**src/rtl/apb_mux_pkg.sv**
```systemverilog
// Shared types and helpers for the APB decode mux.
// Build option: APB_MUX_TIMEOUT_EN enables the ACCESS wait-state timeout.
package apb_mux_pkg;

  typedef enum logic [1:0] {IDLE, ACCESS, DECERR} apb_mux_state_e;

  localparam int MAX_SLV   = 16;
  localparam int MAX_IDX_W = $clog2(MAX_SLV);

  function automatic int idx_width(input int num_slv);
    return $clog2(num_slv);
  endfunction

  function automatic int wcnt_width(input int timeout_cyc);
    return $clog2(timeout_cyc + 1);
  endfunction

  // Indices at or above n produce an all-zero vector.
  function automatic logic [MAX_SLV-1:0] onehot(input logic [MAX_IDX_W-1:0] idx, input int n);
    logic [MAX_SLV-1:0] oh;
    oh = '0;
    for (int i = 0; i < MAX_SLV; i++) begin
      oh[i] = (i < n) && (idx == MAX_IDX_W'(i));
    end
    return oh;
  endfunction

endpackage

```
**src/rtl/apb_addr_decoder.sv**
```systemverilog
// Combinational APB address decode: slave index field plus decode-error flag.
// Build option: none (APB_MUX_TIMEOUT_EN only affects apb_decode_mux).
module apb_addr_decoder #(
  parameter int NUM_SLV = 4,
  parameter int ADDR_W  = 32,
  parameter int IDX_LSB = 12,
  parameter int IDX_W   = $clog2(NUM_SLV)
) (
  input  logic [ADDR_W-1:0] paddr_i,
  output logic [IDX_W-1:0]  idx_o,
  output logic              dec_err_o
);

  logic [ADDR_W-1:0] upper;
  logic              idx_err;

  assign idx_o = paddr_i[IDX_LSB +: IDX_W];
  assign upper = paddr_i >> (IDX_LSB + IDX_W);

  // With a power-of-two slave count every index value is a real slave.
  if (NUM_SLV < (1 << IDX_W)) begin : g_idx_range
    assign idx_err = (32'(idx_o) >= 32'(NUM_SLV));
  end else begin : g_idx_full
    assign idx_err = 1'b0;
  end

  assign dec_err_o = idx_err || (|upper);

endmodule

```
**src/rtl/apb_decode_mux.sv**
```systemverilog
// APB one-master/NUM_SLV-slave decode and return mux with decode-error response.
// Build option: APB_MUX_TIMEOUT_EN adds an ACCESS wait-state timeout (TIMEOUT_CYC).
//
// state  | meaning
// IDLE   | no transfer, or SETUP cycle when psel=1
// ACCESS | valid slave selected (sel_q), waiting for its pready
// DECERR | one-cycle error response for an unmapped address
module apb_decode_mux
  import apb_mux_pkg::*;
#(
  parameter int NUM_SLV     = 4,
  parameter int DATA_W      = 32,
  parameter int ADDR_W      = 32,
  parameter int IDX_LSB     = 12,
  parameter int TIMEOUT_CYC = 16
) (
  input  logic               pclk,
  input  logic               presetn,
  input  logic               psel,
  input  logic               penable,
  input  logic [ADDR_W-1:0]  paddr,
  output logic [NUM_SLV-1:0] slv_psel,
  output logic               slv_penable,
  input  logic [DATA_W-1:0]  prdata  [NUM_SLV],
  input  logic               pready  [NUM_SLV],
  input  logic               pslverr [NUM_SLV],
  output logic [DATA_W-1:0]  mst_prdata,
  output logic               mst_pready,
  output logic               mst_pslverr
);

  localparam int IDX_W = idx_width(NUM_SLV);

  if (NUM_SLV < 2 || NUM_SLV > MAX_SLV) begin : g_bad_num_slv
    $error("apb_decode_mux: NUM_SLV must be 2..16");
  end
  if (TIMEOUT_CYC < 1) begin : g_bad_timeout
    $error("apb_decode_mux: TIMEOUT_CYC must be >= 1");
  end

  apb_mux_state_e     state_q, state_d;
  logic [IDX_W-1:0]   sel_q, sel_d;
  logic [IDX_W-1:0]   dec_idx;
  logic               dec_err;
  logic               sel_rdy;
  logic               timeout;

  logic [NUM_SLV-1:0] psel_c;
  logic               penable_c;
  logic [DATA_W-1:0]  prdata_c;
  logic               pready_c;
  logic               pslverr_c;

  apb_addr_decoder #(
    .NUM_SLV (NUM_SLV),
    .ADDR_W  (ADDR_W),
    .IDX_LSB (IDX_LSB),
    .IDX_W   (IDX_W)
  ) u_dec (
    .paddr_i   (paddr),
    .idx_o     (dec_idx),
    .dec_err_o (dec_err)
  );

  assign sel_rdy = pready[sel_q];

`ifdef APB_MUX_TIMEOUT_EN
  localparam int WCNT_W = wcnt_width(TIMEOUT_CYC);
  logic [WCNT_W-1:0] wcnt_q, wcnt_d;

  // A late pready on the terminal cycle still wins over the timeout.
  assign timeout = (state_q == ACCESS) && (wcnt_q == WCNT_W'(TIMEOUT_CYC)) && !sel_rdy;

  always_comb begin
    wcnt_d = wcnt_q;
    if (state_q != ACCESS) begin
      wcnt_d = '0;
    end else if (!sel_rdy && !timeout) begin
      wcnt_d = wcnt_q + WCNT_W'(1);
    end
  end

  always_ff @(posedge pclk or negedge presetn) begin
    if (!presetn) wcnt_q <= '0;
    else          wcnt_q <= wcnt_d;
  end
`else
  assign timeout = 1'b0;
`endif

  always_ff @(posedge pclk or negedge presetn) begin
    if (!presetn) begin
      state_q <= IDLE;
      sel_q   <= '0;
    end else begin
      state_q <= state_d;
      sel_q   <= sel_d;
    end
  end

  always_comb begin
    state_d   = state_q;
    sel_d     = sel_q;
    psel_c    = '0;
    penable_c = 1'b0;
    prdata_c  = '0;
    pready_c  = 1'b0;
    pslverr_c = 1'b0;
    unique case (state_q)
      IDLE: begin
        if (psel) begin
          if (dec_err) begin
            state_d = DECERR;
          end else begin
            psel_c  = NUM_SLV'(onehot(MAX_IDX_W'(dec_idx), NUM_SLV));
            sel_d   = dec_idx;
            state_d = ACCESS;
          end
        end
      end
      ACCESS: begin
        if (!psel) begin
          state_d = IDLE;
        end else if (timeout) begin
          pready_c  = 1'b1;
          pslverr_c = 1'b1;
          state_d   = IDLE;
        end else begin
          psel_c    = NUM_SLV'(onehot(MAX_IDX_W'(sel_q), NUM_SLV));
          penable_c = penable;
          prdata_c  = prdata[sel_q];
          pready_c  = sel_rdy;
          pslverr_c = pslverr[sel_q];
          if (sel_rdy) state_d = IDLE;
        end
      end
      DECERR: begin
        pready_c  = 1'b1;
        pslverr_c = 1'b1;
        state_d   = IDLE;
      end
      default: state_d = IDLE;
    endcase
  end

  // Outputs are combinational, so gate them to keep everything quiet while in reset.
  assign slv_psel    = presetn ? psel_c    : '0;
  assign slv_penable = presetn && penable_c;
  assign mst_prdata  = presetn ? prdata_c  : '0;
  assign mst_pready  = presetn && pready_c;
  assign mst_pslverr = presetn && pslverr_c;

endmodule

```
**config.mk**
```make
export PLATFORM = sky130hd
export DESIGN_NAME = apb_decode_mux
export DESIGN_NICKNAME = d
export VERILOG_FILES = /design/src/rtl/apb_mux_pkg.sv /design/src/rtl/apb_addr_decoder.sv /design/src/rtl/apb_decode_mux.sv
export SDC_FILE = /design/constraint.sdc
export NUM_CORES = 1
export LEC_CHECK = 0
export ABC_AREA = 1
export CAP_MARGIN = 20
export CORE_AREA = 2 2 82 84
export CTS_CLUSTER_DIAMETER = 100
export DETAILED_ROUTE_END_ITERATION = 16
export DIE_AREA = 0 0 84 86
export DONT_BUFFER_PORTS = 1
export PLACE_DENSITY = 0.36
export SLEW_MARGIN = 15
export SYNTH_ARGS = -nofsm -noshare
export SYNTH_HDL_FRONTEND = slang
export SYNTH_SLANG_ARGS = --single-unit
```
**constraint.sdc**
```tcl
create_clock -name pclk -period 1.8 [get_ports pclk]
set_clock_uncertainty 0.05 [all_clocks]
set_input_delay 0.18 -clock pclk [delete_from_list [all_inputs] [get_ports pclk]]
set_output_delay 0.18 -clock pclk [all_outputs]
set_load 0.02 [all_outputs]
```
==> results.yml, run 1 <==
status:
  status: "complete, no violations"
logic_synthesis:
  syn_inst: 199
  synth_compound_area_frac: 0.5865
  syn_nets: 374
  yosys_warnings: 0
  netlist.area_leader.share: 0.4166
  synth_top_area_cell: "a22oi_1"
  synth-edff-count: 0
  ys_ff_latch: 4
  synth_top_family_by_area: "compound AO/OA/AOI/OAI gates"
  ys_seq_area_frac: 0.08290
  synthFlopType: "dfrtp_1"
  synth-adder-area-share: 0.03109
  async_reset_ff_frac: 1.000
  synth-simple-area-share: 0.1907
  yosys-top-cells-area: "a22oi_1 42%, a21oi_1 16%, dfrtp_1 8.3%"
  synth_commonest_cells: "67 x a22oi_1, 39 x a21oi_1, 25 x nand2_1"
  synth_cell_type_count: 16
  netlist_area_um2: 1207
  synth.mux.area_fraction: 0
  yosysMostFrequentCell: "a22oi_1"
  synth_area_per_cell_um2: 6.067
  synth-xor-area-share: 0
worst_setup_path:
  cp.required_ps: 1570
  crit_start: "sel_q[0]"
  r2r_start: "sel_q[1]"
  crit_type: "register to output pin"
  r2r_slack_ps: 300
  path_cells: "inv_2 > nor2_4 > buf_6 > a22oi_2 > nand2_1 > a21oi_2 > nor2_1 > buf_4"
  cp-end-kind: "output pin"
  crit_path_top_delay_cell: "dfrtp_2"
  cp.arrival_ps: 1530
  ff2ff_path_depth: 8
  start_kind: "register"
  slowest_delay_ps: 450
  setup.worst_path.end: "mst_pready"
  worst-path-stages: 8
  crit_fanout: 7
  path_buf_inv: 3
  critPathTopFamily: "flip-flops"
  r2r_end: "state_q[1]"
timing:
  period_minus_slack_ps: 1764
  setup-violations-final: 0
  rsz0062_at_grt: "true"
  fmax_mhz: 566.9
  setup_ws_ps: 36.08
  tightestPinTransition_ps: 410.5
  maxSlewHeadroom: 0.7253
  whs_ps: 82.52
  period_share: 0.9800
  final_max_slew_viol_count: 0
  final_hold_viol_count: 0
worst_hold_path:
  hold_path.class: "input pin to register"
  min_from: "paddr[12]"
detailed_routing:
  drt_wl_total_um: 6309
  dr.pass1.iters: 4
  ant_nets: 0
  vias_per_cell: 5.670
  route.detailed.wl_per_inst_um: 19.47
  first_iter_violations: 64
  drc: 0
  vias: 1837
clocking:
  ctsLongestPathBuffers: 2
  cts_buffers: 3
  clk_latency_ps: 220
  htree_levels: 1
  clk_pin_slew_ps: 30
  cts_tree: "built"
  clockRootBuffer: "clkbuf_8"
  numClockSinks: 4
floorplan:
  dieArea_um2: 7224
  start_util: 0.1923
  io_pins: 211
  core_um2: 6277
  die-width_um: 84
  die_y_um: 86
  rows: 29
run:
  maxCapViolations: 0
place:
  portBuffers: 0
  gp_congestion: 0.7684
  dp_slack_ps: 190.5
  dpl.hpwl_um: 4575
power_and_ir_drop:
  max-vdd-ir-drop_v: 0.0002027
  total_power_w: 0.0003936
  leakage_nw: 0.7718
  power_density_nw_per_um2: 196.1
layout:
  areaGrowthSynthToFinish_pct: 66.22
  fin_util: 0.3197
  insertedDiodeCount: 0
  drive_gt1_frac: 0.4170
  fin_nets: 424
global_routing:
  grt.total_usage: 0.1348
  antenna_found_initial: 0
  grt_pass1_wl_um: 7976
  grt_max_degree: 34
  grt_overflow: 0
  first_global_vias: 1575
-- per-stage QoR --
stage,cell area [um2],setup TNS [ps],cells
floorplan,1207,0,199
global placement,1620,0,312
detailed placement,1620,0,312
CTS,1703,0,316
global route,2007,-697.6,324
finish,2007,0,324
-- report_power, final --
| part | internal (W) | switching, W | leakage, nW | total [W] |
|---|---|---|---|---|
| clock network | 0.000143 | 0.0000471 | 0.0216 | 0.000190 |
| logic | 0.0000507 | 0.0000546 | 0.699 | 0.000105 |
| registers | 0.0000942 | 0.00000439 | 0.0508 | 0.0000986 |
| total | 0.000288 | 0.000106 | 0.772 | 0.000394 |
-- routing by layer --
| metal | wire length (um) | GRT usage | vias up |
|---|---|---|---|
| met5 | 0 | 0 | - |
| met3 | 442 | 0.02984 | 12 |
| met1 | 2335 | 0.1563 | 848 |
| met2 | 3416 | 0.2502 | 124 |
| met4 | 115 | 0.03519 | 0 |
| li1 | - | - | 853 |
-- kinds of logic (layout without fill, tap and decap cells) --
| family | Yosys count | after routing |
|---|---|---|
| fa+ha+maj | 3 | 3 |
| buf+inv | 29 | 77 |
| compound gates | 108 | 108 |
| simple gates | 55 | 55 |
| flops | 4 | 4 |
-- timing repair --
action	in CTS	in global routing
endpoints found under the hold margin	4	0
hold buffers	1	0
gates resized for setup	9	51
pin swaps	0	9
endpoints found under the setup margin	20	39
cloned	0	5
buffers inserted	0	3
-- area by class of cell --
type	instances	area, um2
Clock buffer	3	41.29
Fill cell	693	4270
Inverter	14	56.30
Multi-Input combinational cell	166	1146
Sequential cell	4	102.6
Tap cell	77	96.34
Timing Repair Buffer	60	564.3
-- cell usage in the layout (no fill, tap or decap), types with 2 or more instances in the layout --
cell / instances
nand3_1: 6
ha_1: 2
a21oi_4: 2
inv_2: 3
buf_4: 42
dfrtp_2: 2
nor2_4: 2
clkbuf_16: 3
nand2_2: 2
a21oi_2: 17
clkbuf_8: 3
buf_6: 11
nor2_1: 18
nand2_1: 22
inv_1: 9
dfrtp_1: 2
and2_0: 2
a22oi_2: 8
a22oi_1: 59
o21ai_0: 2
a21oi_1: 20
-- registers in the layout (all words and copies together) (netlist names) --
| signal | cells |
|---|---|
| state_q | 2 |
| sel_q | 2 |
-- how the worst min path moves through the flow --
stage	end	slack (ps)	cells past startpoint
floorplan	sel_q[0]	-170	0
global placement	state_q[0]	-170	0
detailed placement	sel_q[0]	-170	0
finish	sel_q[0]	80	2
CTS	sel_q[0]	80	2
global route	sel_q[0]	90	2
No activity file was read; power rests on OpenSTA's default activity.
==> run 2: changes to the inputs <==
Settings changed: PLACE_DENSITY 0.36 to 0.43, SYNTH_HIERARCHICAL set to 1.
==> run 2 against run 1 <==
Against the previous run: worst hold slack gained 21 ps; sequential power grew 12%; design area grew 22%; critical path depth grew 1; global-route usage grew 2.0 points; critical path type unchanged; critical endpoint is now slv_psel[2].
==> results.yml, run 2 <==
detailed_routing:
  vias: 2362
  drt_wl_total_um: 6660
  drc: 0
  ant_nets: 0
  dr.pass1.iters: 4
  first_iter_violations: 140
  vias_per_cell: 4.687
  route.detailed.wl_per_inst_um: 13.21
worst_setup_path:
  cp-end-kind: "output pin"
  crit_fanout: 4
  ff2ff_path_depth: 9
  crit_type: "register to output pin"
  crit_path_top_delay_cell: "dfrtp_1"
  setup.worst_path.end: "slv_psel[2]"
  path_cells: "inv_2 > ha_4 > inv_2 > nor2_4 > nand2_4 > nor2_4 > nand2_2 > a21oi_2 > buf_6"
  cp.required_ps: 1570
  r2r_end: "state_q[0]"
  crit_start: "state_q[0]"
  r2r_start: "state_q[0]"
  start_kind: "register"
  slowest_delay_ps: 390
  cp.arrival_ps: 1510
  r2r_slack_ps: 430
clocking:
  cts_tree: "built"
  clockRootBuffer: "clkbuf_8"
  numClockSinks: 4
  clk_latency_ps: 210
  htree_levels: 1
  cts_buffers: 3
  clk_pin_slew_ps: 30
  ctsLongestPathBuffers: 2
run:
  maxCapViolations: 0
global_routing:
  grt_overflow: 0
  grt_max_degree: 23
  grt.total_usage: 0.1546
  first_global_vias: 2100
  antenna_found_initial: 0
  grt_pass1_wl_um: 9232
layout:
  final_common_cell: "nand2_1"
  drive_gt1_frac: 0.2646
  multi_input_area_um2: 1411
  final_cell_mix: "228 x nand2_1, 63 x nor2_1, 52 x buf_4"
  seqCellArea_um2: 102.6
  fin_nets: 604
  insertedDiodeCount: 0
  reg_top3: "sel_q x2, state_q x2"
  areaGrowthSynthToFinish_pct: 50.46
  fillers: 687
logic_synthesis:
  synth_cell_type_count: 19
  yosys-top-cells-area: "nand2_1 54%, nor2_1 18%, dfrtp_1 6.2%"
  netlist.area_leader.share: 0.5431
  synth_top_area_cell: "nand2_1"
  syn_inst: 372
  netlist_area_um2: 1624
  synthFlopType: "dfrtp_1"
  synth_area_per_cell_um2: 4.366
  yosys_warnings: 6
  async_reset_ff_frac: 1.000
  synth-edff-count: 0
  ys_seq_area_frac: 0.06163
  ys_ff_latch: 4
  syn_nets: 547
  synth_commonest_cells: "235 x nand2_1, 77 x nor2_1, 10 x inv_1"
  yosysMostFrequentCell: "nand2_1"
worst_hold_path:
  hold_path.class: "input pin to register"
power_and_ir_drop:
  power_density_nw_per_um2: 226.9
  max-vdd-ir-drop_v: 0.0003578
  leakage_nw: 1.390
timing:
  period_share: 0.9650
  rsz0062_at_grt: "true"
  final_max_slew_viol_count: 0
  whs_ps: 103.6
  tightestPinTransition_ps: 212.8
  maxSlewHeadroom: 0.8577
  period_minus_slack_ps: 1737
  tns_ps: 0
  setup-violations-final: 0
  fmax_mhz: 575.7
  final_hold_viol_count: 0
floorplan:
  io_pins: 211
  start_util: 0.2587
  dieArea_um2: 7224
  rows: 29
  die-width_um: 84
  core_um2: 6277
  die_y_um: 86
place:
  dpl.hpwl_um: 4765
  portBuffers: 0
  gp_congestion: 0.7106
status:
  status: "complete, no violations"
## run 2: cell types whose count changed in the layout (fill, tap and decap cells not counted), sizes merged, moves of 2 or more
cell    delta
nand2    +211
a22oi     -67
nor2      +56
a21oi     -33
buf        +8
clkbuf     +2
inv        +2
or2        +2
## run 2: worst min path at each step
| stage | to | start | cells past startpoint |
|---|---|---|---|
| 2_1_floorplan | sel_q[0] | presetn | 0 |
| 3_3_place_gp | state_q[0] | presetn | 0 |
| 3_5_place_dp | state_q[0] | presetn | 0 |
| 4_1_cts | sel_q[0] | paddr[12] | 2 |
| 5_1_grt | sel_q[0] | psel | 2 |
| 6_report | sel_q[0] | psel | 2 |
## run 2: stage by stage
stage | setup slack (ps) | instance area, um2 | std cells | power, W | util
6_report | 63.05 | 2444 | 504 | 0.0005544 | 0.3893
5_1_grt | -36.23 | 2444 | 504 | 0.0006087 | 0.3893
4_1_cts | 9.917 | 2155 | 493 | 0.0005428 | 0.3432
3_5_place_dp | 76.48 | 1987 | 480 | 0.0003053 | 0.3165
3_3_place_gp | 141.6 | 1987 | 480 | 0.0003016 | 0.3165
2_1_floorplan | 180.0 | 1624 | 372 | 0.0002666 | -
## run 2: cells by family after synthesis
group                    synth area share
flip-flops                        0.06164
AO/OA/AOI/OAI                     0.02619
adder cells (fa/ha/maj)           0.02311
AND/OR/NAND/NOR                    0.7550
buffers and inverters              0.1341
## run 2: per-layer routing
layer / part of all wire / vias up / track usage / routed length [um]
met3: 0.071 / 5 / 0.02695 / 471
met2: 0.54 / 120 / 0.3280 / 3567
met4: 0.0048 / 0 / 0.02053 / 32
met1: 0.39 / 1024 / 0.1591 / 2589
li1: - / 1213 / - / -
met5: 0 / - / 0 / 0
## run 2: area by class of cell
type                    instances  area share
well taps                      77     0.03943
flip-flops and latches          4     0.04199
inverters                      17     0.03226
repair buffers                 70      0.2919
clock buffers                   3     0.01690
multi-input cells             333      0.5776
## run 2: what timing repair did
item / CTS / global route
pin swaps: 8 / 10
endpoints found under the hold margin: 4 / 0
buffers inserted: 9 / 5
resized for setup: 17 / 40
setup endpoints to repair: 36 / 35
cloned: 0 / 6
hold buffers: 1 / 0
## run 2: power breakdown
part | internal, W | leakage [nW] | total [W] | switching [W]
clock | 0.000142 | 0.0216 | 0.000184 | 0.0000419
sequential | 0.000102 | 0.0465 | 0.000110 | 0.00000774
combinational | 0.000114 | 1.32 | 0.000260 | 0.000146
total | 0.000358 | 1.39 | 0.000554 | 0.000196
## run 2: critical path, delay by kind of cell (launching register included)
family                   cells  cell delay (ps)
AND/OR/NAND/NOR              4              350
adder cells (fa/ha/maj)      1              130
flip-flops                   1              390
buffers and inverters        3              270
AO/OA/AOI/OAI                1              160
